==> src/rtl/vga_timing_gen.sv <==
// Pixel-timing generator: clock divider, hc/vc raster counters, blank/sync decode,
// line/frame strobes and a pixel-tick delay line aligning sync/blank with sprite-ROM RGB.
module vga_timing_gen #(
  parameter int CLK_DIV   = 4,
  parameter int H_VISIBLE = 640,
  parameter int H_FP      = 16,
  parameter int H_SYNC    = 96,
  parameter int H_BP      = 48,
  parameter int V_VISIBLE = 480,
  parameter int V_FP      = 10,
  parameter int V_SYNC    = 2,
  parameter int V_BP      = 33,
  parameter int PIPE      = 1
) (
  input  logic        clk,
  input  logic        rst_n,
  output logic        pix_tick,
  output logic [10:0] hc,
  output logic [10:0] vc,
  output logic        blank,
  output logic        line_start,
  output logic        frame_start,
  output logic        hsync_d,
  output logic        vsync_d,
  output logic        blank_d
);

  localparam int H_TOTAL = H_VISIBLE + H_FP + H_SYNC + H_BP;
  localparam int V_TOTAL = V_VISIBLE + V_FP + V_SYNC + V_BP;
  localparam int DW      = (CLK_DIV > 1) ? $clog2(CLK_DIV) : 1;

  localparam logic [DW-1:0] DIV_LAST = DW'(CLK_DIV - 1);
  localparam logic [10:0]   H_LAST   = 11'(H_TOTAL - 1);
  localparam logic [10:0]   V_LAST   = 11'(V_TOTAL - 1);
  localparam logic [10:0]   H_VIS    = 11'(H_VISIBLE);
  localparam logic [10:0]   V_VIS    = 11'(V_VISIBLE);
  localparam logic [10:0]   HS_LO    = 11'(H_VISIBLE + H_FP);
  localparam logic [10:0]   HS_HI    = 11'(H_VISIBLE + H_FP + H_SYNC);
  localparam logic [10:0]   VS_LO    = 11'(V_VISIBLE + V_FP);
  localparam logic [10:0]   VS_HI    = 11'(V_VISIBLE + V_FP + V_SYNC);

  function automatic logic in_range(input logic [10:0] v, input logic [10:0] lo,
                                    input logic [10:0] hi);
    return (v >= lo) && (v < hi);
  endfunction

  logic [DW-1:0] div_cnt_r, div_nx_s;
  logic          tick_s;
  logic          pix_tick_r;
  logic [10:0]   hc_r, vc_r, hc_nx_s, vc_nx_s;
  logic          blank_r, hsync_r, vsync_r;
  logic          line_start_r, frame_start_r;
  logic [2:0]    dly_s;

  // Divider and raster next-state; decode is taken from these so it never skews hc/vc.
  always_comb begin
    tick_s   = (div_cnt_r == DIV_LAST);
    div_nx_s = div_cnt_r;
    hc_nx_s  = hc_r;
    vc_nx_s  = vc_r;
    if (tick_s) begin
      div_nx_s = '0;
    end else begin
      div_nx_s = div_cnt_r + DW'(1);
    end
    if (hc_r == H_LAST) begin
      hc_nx_s = 11'd0;
      if (vc_r == V_LAST) begin
        vc_nx_s = 11'd0;
      end else begin
        vc_nx_s = vc_r + 11'd1;
      end
    end else begin
      hc_nx_s = hc_r + 11'd1;
      vc_nx_s = vc_r;
    end
  end

  // Divider, counters, decode and strobes; everything moves on the same tick edge.
  always_ff @(posedge clk or negedge rst_n) begin
    if (!rst_n) begin
      div_cnt_r     <= '0;
      pix_tick_r    <= 1'b0;
      hc_r          <= 11'd0;
      vc_r          <= 11'd0;
      blank_r       <= 1'b0;
      hsync_r       <= 1'b1;
      vsync_r       <= 1'b1;
      line_start_r  <= 1'b0;
      frame_start_r <= 1'b0;
    end else begin
      div_cnt_r  <= div_nx_s;
      pix_tick_r <= tick_s;
      if (tick_s) begin
        hc_r          <= hc_nx_s;
        vc_r          <= vc_nx_s;
        blank_r       <= (hc_nx_s >= H_VIS) || (vc_nx_s >= V_VIS);
        hsync_r       <= ~in_range(hc_nx_s, HS_LO, HS_HI);
        vsync_r       <= ~in_range(vc_nx_s, VS_LO, VS_HI);
        line_start_r  <= (hc_nx_s == 11'd0);
        frame_start_r <= (hc_nx_s == 11'd0) && (vc_nx_s == 11'd0);
      end else begin
        line_start_r  <= 1'b0;
        frame_start_r <= 1'b0;
      end
    end
  end

  generate
    if (PIPE == 0) begin : g_nopipe
      assign dly_s = {hsync_r, vsync_r, blank_r};
    end else begin : g_pipe
      logic [2:0] stage_r [PIPE];
      // Tick-paced shift register matching the sprite-ROM read latency.
      always_ff @(posedge clk or negedge rst_n) begin
        if (!rst_n) begin
          for (int i = 0; i < PIPE; i++) stage_r[i] <= 3'b110;
        end else if (tick_s) begin
          stage_r[0] <= {hsync_r, vsync_r, blank_r};
          for (int i = 1; i < PIPE; i++) stage_r[i] <= stage_r[i-1];
        end
      end
      assign dly_s = stage_r[PIPE-1];
    end
  endgenerate

  assign pix_tick    = pix_tick_r;
  assign hc          = hc_r;
  assign vc          = vc_r;
  assign blank       = blank_r;
  assign line_start  = line_start_r;
  assign frame_start = frame_start_r;
  assign hsync_d     = dly_s[2];
  assign vsync_d     = dly_s[1];
  assign blank_d     = dly_s[0];

endmodule

==> config.mk <==
export PLATFORM = sky130hd
export DESIGN_NAME = vga_timing_gen
export DESIGN_NICKNAME = d
export VERILOG_FILES = /design/src/rtl/vga_timing_gen.sv
export SDC_FILE = /design/constraint.sdc
export NUM_CORES = 1
export LEC_CHECK = 0
export ABC_AREA = 1
export ABC_CLOCK_PERIOD_IN_PS = 1600
export CAP_MARGIN = 20
export CORE_ASPECT_RATIO = 1.75
export CORE_MARGIN = 3
export CORE_UTILIZATION = 45
export CTS_CLUSTER_SIZE = 14
export DETAILED_ROUTE_END_ITERATION = 12
export PLACE_DENSITY = 0.71
export SLEW_MARGIN = 20
export SYNTH_ARGS = -nofsm -noshare
export SYNTH_HDL_FRONTEND = slang
export SYNTH_SLANG_ARGS = --single-unit
export TNS_END_PERCENT = 50
==> constraint.sdc <==
create_clock -name clk -period 1.6 [get_ports clk]
set_clock_uncertainty 0.1 [all_clocks]
set_input_delay 0.4 -clock clk [delete_from_list [all_inputs] [get_ports clk]]
set_output_delay 0.4 -clock clk [all_outputs]
set_load 0.01 [all_outputs]
==> reports/results.md <==
* post-synthesis area per instance: 6.88 um^2
* # rows: 32
* number of I/O port buffers: 30
* Pre-antenna DRT Iters: 6
* startpoint type of the worst setup path: flop
* Root Buffer: clkbuf_8
* detailed-route DRC error count: 0
* total count of max-transition violations in the final report: 0
* Die Footprint: 5670 um^2
* cells along the critical path: ha_4 -> nand3_4 -> nor2_4 -> nand2_1 -> o21ai_2 -> nand2_2 -> buf_4 -> nand2_1 -> nor3_2 -> nor2_1
* slowest CP cell: dfrtp_2
* number of storage elements in the synthesis netlist: 33
* num ports: 31
* worst endpoint data arrival time: 1.98 ns
* top layer used by detailed routing: met4
* final setup slack of the worst path: -0.252 ns
* placed wire-length estimate: 4790 um
* Synth area leader: dfrtp_1
* initial DRC count: 158
* gr usage total: 25.6%
* # clock sinks: 33
* max-cap violations: 0
* clock tree from TritonCTS: done
* achievable frequency: 0.540 GHz
* setup-violating endpoint count in the final report: 16
* total core area: 4520 um^2
* share of layout cells above drive strength 1: 45.7%
* cell count after synthesis: 312
* Final Hold Vio Count: 0
* met2 WL: 4330 um
* measured slew at the worst slew-check pin: 0.233 ns
* first-pass GRT wire length: 11,300 um
* longest individual stage delay on the worst path: 0.39 ns
* count of distinct cell types in the synthesized netlist: 27
* Worst Setup Slack post-DPL: -0.246 ns
* Synth Warn #: 0
* maximum number of pins on one net before global-route repair: 34
* number of H-tree levels: 2
* hold slack final: 0.328 ns
* period utilisation layout: 116%
* final weighted congestion in routability-driven placement: 0.923
* CP endpoint kind: flop
* final instance area: 3520 um^2
* number of synthesized flops with an enable pin: 0
* Detailed Route WL: 7610 um
* area growth from synthesis to layout: 64.0%
* data required time at the worst endpoint: 1.73 ns
* via-per-instance ratio: 5.57
* count of antenna-violating nets left after detailed routing: 0
* antenna violations before repair: 0
* failing checks: setup timing
* most common cell in the netlist: nand2_1
* antenna fix cells: 0
* Post-Place Cell Area: 2970 um^2
* post-synthesis async set-or-reset flop share: 100%
* clock insertion delay at the later pin of the skew report: 0.30 ns
* floorplan die height: 97.4 um
* final core utilization: 77.8%
* Hold Path Class: reg2reg
* predominant post-synthesis flop cell: dfrtp_1
* outcome: finished with violations
* Post-synth top cells: 108 x nand2_1, 39 x nor2_1, 29 x dfrtp_1, 29 x nand3_1, 28 x inv_1
* hold buffer count at cts: 0
* share of Yosys cell area claimed by the top area cell type: 33.8%
* post-synth design cell area: 2150 um^2
* most used cell along the critical path: nand2_1
* GR Overflow Total: 0
* register area share after synthesis: 38.7%
* Crit Path Category: reg2reg
* effective utilization at floorplan: 47.5%
* wire length on met1: 2590 um
* routed length on met3: 271 um
* power density over the cells: 420 nW/um^2
* post-layout minimum cycle time: 1.85 ns
* worst rel slew slack: 84.4%
* worst ir drop on vdd: 0.448 mV
* highest net fanout along the worst path: 6
* routed vias: 2,624
* most area-consuming cells after synthesis: dfrtp_1 34%, nand2_1 19%, nor2_1 6.8%
* Net Count, Synth: 319
* Post-layout nets: 426
* via count of the first global-routing pass: 2,581
* post-DR wirelength/cell: 16.2 um
* RSZ-0062 raised after global routing: yes
* leakage power: 1.79 nW
* clock tree buffer depth: 2
* Die Span X: 58.2 um
* clock transition at the register clock pins on the worst setup and hold paths after CTS: 0.07 ns
* number of buffers inserted during clock tree synthesis: 5
final timing paths:
check	cells after the start	end	slack [ns]	start
setup / recovery	10	hsync_r$_DFFE_PN1P_	-0.25	hc[1]$_DFFE_PN0P_
hold / removal	1	div_cnt_r[0]$_DFF_PN0_	0.33	div_cnt_r[0]$_DFF_PN0_
setup reg to reg	10	hsync_r$_DFFE_PN1P_	-0.25	hc[1]$_DFFE_PN0P_
hold reg to reg	1	div_cnt_r[0]$_DFF_PN0_	0.33	div_cnt_r[0]$_DFF_PN0_
max in group asynchronous	2	dly_s[1]$_DFFE_PN1P_	0.76	rst_n
min in group asynchronous	2	vc[9]$_DFFE_PN0P_	0.39	rst_n
metrics by stage:
| step | setup TNS, ns | instances | power [mW] |
|---|---|---|---|
| final | -2.14 | 471 | 1.48 |
| after global routing | -3.57 | 471 | 1.52 |
| after CTS | -0.979 | 465 | 1.48 |
| after detailed placement | -1.26 | 442 | 0.875 |
| after global placement | -1.23 | 442 | 0.875 |
| after floorplan | -0.103 | 312 | 0.850 |
report_power, final:
group	total (mW)	internal, mW	switching [mW]
registers	0.834	0.834	0
logic	0.0245	0.00717	0.0173
clock network	0.621	0.301	0.320
total	1.48	1.14	0.337
layout make-up:
type                       count  area [um^2]
multi-input combinational    238         1490
fill                         318         1000
timing repair buffer         108          912
sequential                    33          848
inverter                      33          126
clock buffer                   6         72.6
tap                           51         63.8
clock inverter                 2         10.0
metal layers:
layer / global-route usage [%] / up-vias
met2: 49.0 / 97
met1: 24.7 / 1268
met3: 3.72 / 43
li1: - / 1216
met4: 13.0 / 0
met5: 0 / -
worst max-delay path, delay by kind of cell, from the launching register on:
kind            cells  cell delay, ns
fa+ha+maj           1            0.19
compound gates      1            0.20
buf+inv             1            0.14
flops               1            0.39
simple gates        7            0.75
flip-flops by register name (all words and copies together), names as in the netlist, 2 cells and up:
register and count:
hc 11, vc 11, dly_s 3, div_cnt_r 2
timing repair:
| item | CTS | global route |
|---|---|---|
| gates resized for setup | 64 | 102 |
| pin swaps | 1 | 41 |
| buffers inserted | 15 | 5 |
| setup endpoints to repair | 41 | 33 |
| cloned | 0 | 1 |
| endpoints found under the hold margin | 0 | 0 |
cells in the final DEF (no fill, tap or decap), types with 4 or more instances in the layout:
cell type	synthesis	final
nand2_1	108	89
dfrtp_2	0	14
nand2_2	1	18
buf_4	0	64
dfrtp_1	29	15
nor2_1	39	22
dfstp_2	4	4
clkbuf_2	1	6
inv_2	5	7
o21ai_2	0	7
inv_1	28	25
clkbuf_8	0	5
o21ai_0	18	8
nor2_2	3	7
nand3_4	0	5
buf_6	0	15
nor2_4	3	17
nand3_1	29	21
dlygate4sd2_1	0	14
o21ai_1	3	5
clkdlybuf4s15_1	0	6
nand3_2	4	7
nand4_1	9	9
cell families (layout without fill, tap and decap cells):
group / Yosys count / count (layout) / synth area share, %
simple gates: 204 / 205 / 43.8
fa+ha+maj: 5 / 5 / 2.91
compound gates: 27 / 27 / 6.64
xor+xnor: 1 / 1 / 0.408
buf+inv: 42 / 149 / 7.58
flops: 33 / 33 / 38.7
Note: power is estimated with default switching activity, not from simulation.
==> variant 1 (config.mk and constraints unchanged) <==
Put a register stage on the outputs `hsync_d`, `vsync_d` and `blank_d`, with the module's reset. The values now appear one clock later. The other outputs are not delayed to match.
--- a/src/rtl/vga_timing_gen.sv
+++ b/src/rtl/vga_timing_gen.sv
@@ -132,5 +132,13 @@
   assign frame_start = frame_start_r;
-  assign hsync_d     = dly_s[2];
-  assign vsync_d     = dly_s[1];
-  assign blank_d     = dly_s[0];
+  always_ff @(posedge clk or negedge rst_n) begin
+    if (!rst_n) begin
+      hsync_d <= '0;
+      vsync_d <= '0;
+      blank_d <= '0;
+    end else begin
+      hsync_d <= dly_s[2];
+      vsync_d <= dly_s[1];
+      blank_d <= dly_s[0];
+    end
+  end
 
Check against the original RTL: not equivalent (Yosys sat finds a counterexample within 4 cycles, from zero or initial values and one cycle with rst_n low).
==> variant 1 against the unedited design <==
  * The flow still finishes with violations (negative setup slack)
  * Die area grew 1.2%
  * Design area up 2.2%
  * Area after synthesis up 1.3%
  * Setup slack worse by 0.033 ns
  * Power grew 6.6%
  * Sequential power up 9.1%
  * Sequential cell count up 3
  * Wire length grew 0.39%
  * First-iteration DRC count down 10%
  * Largest power group unchanged
==> variant 1: results (changes against the unedited design) <==
- Status: finished with violations (unchanged)
- Failing checks: negative setup slack (unchanged)
- Share of cells above drive strength 1: 0.4651 (was 0.4571)
- # fillers: 308 (was 318)
- Routability Congestion: 0.9055 (was 0.9226)
- Syn_nets: 321 (was 319)
- GR Layer Usage met2: 0.4953 (was 0.4904)
- Met3 wire len: 242 um (was 271 um)
- Met2 wire length: 4185 um (was 4328 um)
- R2R depth: 12 (was 10)
- Placed Instances: 446 (was 442)
- Seq/Total Area, Yosys: 0.4166 (was 0.3869)
- Met3 GRT Util: 0.04233 (was 0.03723)
- Fin worst setup slack: -0.2851 ns (was -0.2523 ns)
- Vias in the first global route: 2,669 (was 2,581)
- Most instantiated cells after synthesis: nand2_1, nor2_1, nand3_1, inv_1, dfrtp_1 (was nand2_1, nor2_1, dfrtp_1, nand3_1, inv_1)
- Cells on Worst Hold Path: 0 (was 1)
- Drt first pass iters: 4 (was 6)
- Hpwl dp: 4789 um (was 4787 um)
- Vias/cell: 5.374 (was 5.571)
- Clock buffer cells: 5 (was 6)
- Critical path arrival: 2.00 ns (was 1.98 ns)
- Final setup viols: 15 (was 16)
- Yosys cell types: 25 (was 27)
- Pin count of the biggest net entering global routing: 37 (was 34)
- Worst min-delay path startpoint: dly_s[1]$_DFFE_PN1P_ (was div_cnt_r[0]$_DFF_PN0_)
- Hold Path End: vsync_d$_DFF_PN0_ (was div_cnt_r[0]$_DFF_PN0_)
- Repair and plain buffers: 117 (was 108)
- Buffering overhead: 0.2701 (was 0.2591)
- Sequential cells: 36 (was 33)
- Final hold slack: 0.3027 ns (was 0.3276 ns)
- Met1 Track Usage GR: 0.2666 (was 0.2475)
- Total GRT Usage: 0.2755 (was 0.2557)
- Crit path largest cell delay: 0.41 ns (was 0.39 ns)
- Synth area leaders: dfrtp_1, nand2_1, nand3_1, nor2_1, inv_1 (was dfrtp_1, nand2_1, nor2_1, nand3_1, dfstp_2)
- Wire length on met1: 2628 um (was 2586 um)
- Comb_multi_in: 236 (was 238)
- Final WL: 7640 um (was 7610 um)
- Post-CTS Setup Bufs: 23 (was 15)
- Post-cts resize count: 97 (was 64)
==> variant 1: where the power goes <==
group / internal [uW] / switching (uW)
combinational: 7.20 / 18.2
sequential: 910 / 0
clock: 303 / 339
total: 1220 / 357
==> variant 1: metrics by stage <==
| stage | setup slack (ns) | instance area (sq um) | setup TNS, ns | util |
|---|---|---|---|---|
| floorplan | -0.03361 | 2276 | -0.03819 | - |
| global placement | -0.3151 | 3053 | -1.969 | 0.6748 |
| detailed placement | -0.3244 | 3053 | -2.268 | 0.6748 |
| CTS | -0.1819 | 3420 | -0.9263 | 0.7558 |
| global route | -0.4126 | 3600 | -3.682 | 0.7956 |
| finish | -0.2851 | 3600 | -1.683 | 0.7956 |
==> variant 1: cell families (layout without fill, tap and decap cells) <==
family | count (synthesis) | count (layout) | share of synthesized area
compound gates | 28 | 28 | 0.07308
fa+ha+maj | 4 | 4 | 0.02302
simple gates | 203 | 203 | 0.4045
xor+xnor | 1 | 1 | 0.004028
buf+inv | 43 | 158 | 0.07882
flops | 36 | 36 | 0.4166
==> variant 2 (config.mk and constraints unchanged) <==
Without the edit above. The parameter `CLK_DIV` goes from 4 to 8.
--- a/src/rtl/vga_timing_gen.sv
+++ b/src/rtl/vga_timing_gen.sv
@@ -3,3 +3,3 @@
 module vga_timing_gen #(
-  parameter int CLK_DIV   = 4,
+  parameter int CLK_DIV   = 8,
   parameter int H_VISIBLE = 640,
Function: changed (Yosys sat finds a counterexample within 10 cycles, from zero or initial values and one cycle with rst_n low).
==> variant 2 against the unedited design <==
  * The run still ends with negative setup slack left
  * Power rose by 27%
  * Combinational power rose by 6%
  * Sequential power rose by 3.0%
  * Wire length rose by 24%
  * Setup slack got worse by 0.21 ns
  * Area after synthesis rose by 11%
  * Maximum frequency fell by 10%
  * First-iteration DRC count rose by 14%
  * Sequential cell count rose by 1
  * Design area rose by 13%
==> variant 2: results (changes against the unedited design) <==
- Pin count of the biggest net entering global routing: 35 (was 34)
- Layout Nets: 482 (was 426)
- Fin worst setup slack: -0.4608 ns (was -0.2523 ns)
- Total GRT Usage: 0.2987 (was 0.2557)
- Status: finished with violations (unchanged)
- Seq/Total Area, Yosys: 0.3583 (was 0.3869)
- Worst R2R Start: hc[7]$_DFFE_PN0P_ (was hc[1]$_DFFE_PN0P_)
- Detailed Route Iter0 Violations: 180 (was 158)
- Routability Congestion: 0.9572 (was 0.9226)
- DR vias: 3,038 (was 2,624)
- Post-Place Setup Slack: -0.3480 ns (was -0.2462 ns)
- R2R depth: 11 (was 10)
- Failing checks: negative setup slack (unchanged)
- Post-DR wirelength/cell: 17.83 um (was 16.16 um)
- Yosys cell types: 31 (was 27)
- Max rail drop VDD: 0.0005972 V (was 0.0004483 V)
- Avg Synthesized Cell Area: 6.805 sq um (was 6.882 sq um)
- Most instantiated cells after synthesis: nand2_1, inv_1, nor2_1, nand3_1, dfrtp_1 (was nand2_1, nor2_1, dfrtp_1, nand3_1, inv_1)
- Worst-Margin Slew: 0.3217 ns (was 0.2327 ns)
- Crit Path Max Fanout: 7 (was 6)
- Final setup viols: 18 (was 16)
- Placed Instances: 493 (was 442)
- Syn_nets: 358 (was 319)
- Slowest CP cell: dfrtp_1 (was dfrtp_2)
- Wire length of the first global-routing pass: 13,840 um (was 11,340 um)
- Critical path arrival: 2.19 ns (was 1.98 ns)
variant 2: worst min path at each step:
stage	endpoint	slack [ns]
after floorplan	blank$_DFFE_PN0P_	0.004
after global placement	div_cnt_r[0]$_DFF_PN0_	0.32
after detailed placement	div_cnt_r[0]$_DFF_PN0_	0.32
after CTS	div_cnt_r[0]$_DFF_PN0_	0.34
after global routing	div_cnt_r[0]$_DFF_PN0_	0.37
final	div_cnt_r[0]$_DFF_PN0_	0.33
variant 2: worst register-to-register path, delay by kind of cell, from the launching register on:
family	cells	cell delay (ns)
and+or+nand+nor	7	0.97
DFF	1	0.40
AOI/OAI and AO/OA	1	0.08
buffers and inverters	3	0.44
variant 2: layout make-up:
class,count,area (sq um)
Inverter,34,130.1
Clock inverter,3,68.82
Timing Repair Buffer,132,1129
Clock buffer,5,68.82
Fill cell,317,1067
Multi-Input combinational cell,268,1667
Tap cell,54,67.56
Sequential cell,34,864.6
variant 2: where the power goes:
part / internal [uW] / switching (uW) / total [uW]
logic: 7.21 / 18.7 / 25.9
registers: 859 / 0 / 859
clock network: 624 / 370 / 994
variant 2: timing repair:
action | in CTS | in global routing
setup endpoints to repair | 46 | 46
pin swaps | 17 | 24
gates resized for setup | 99 | 91
buffers inserted | 23 | 5
cloned | 1 | 0
variant 2: kinds of logic after synthesis:
group / synth area share
DFF: 0.3583
buffers and inverters: 0.08538
AOI/OAI and AO/OA: 0.07124
and+or+nand+nor: 0.4552
xor gates and xnor gates: 0.003668
adders and majority gates: 0.02619
variant 2: per-stage QoR:
stage / hold WS, ns / power (uW)
2_1_floorplan: 0.004409 / 875.9
3_3_place_gp: 0.3196 / 902.4
3_5_place_dp: 0.3244 / 903.0
4_1_cts: 0.3362 / 1885
5_1_grt: 0.3651 / 1912
6_report: 0.3308 / 1879
variant 2: metal layers:
layer  vias to the layer above  track usage  part of all wire
met5                         -            0                 0
li1                       1364            -                 -
met1                      1462       0.2986              0.33
met4                         0       0.2254             0.077
met2                       146       0.5220              0.54
met3                        66      0.05057             0.046
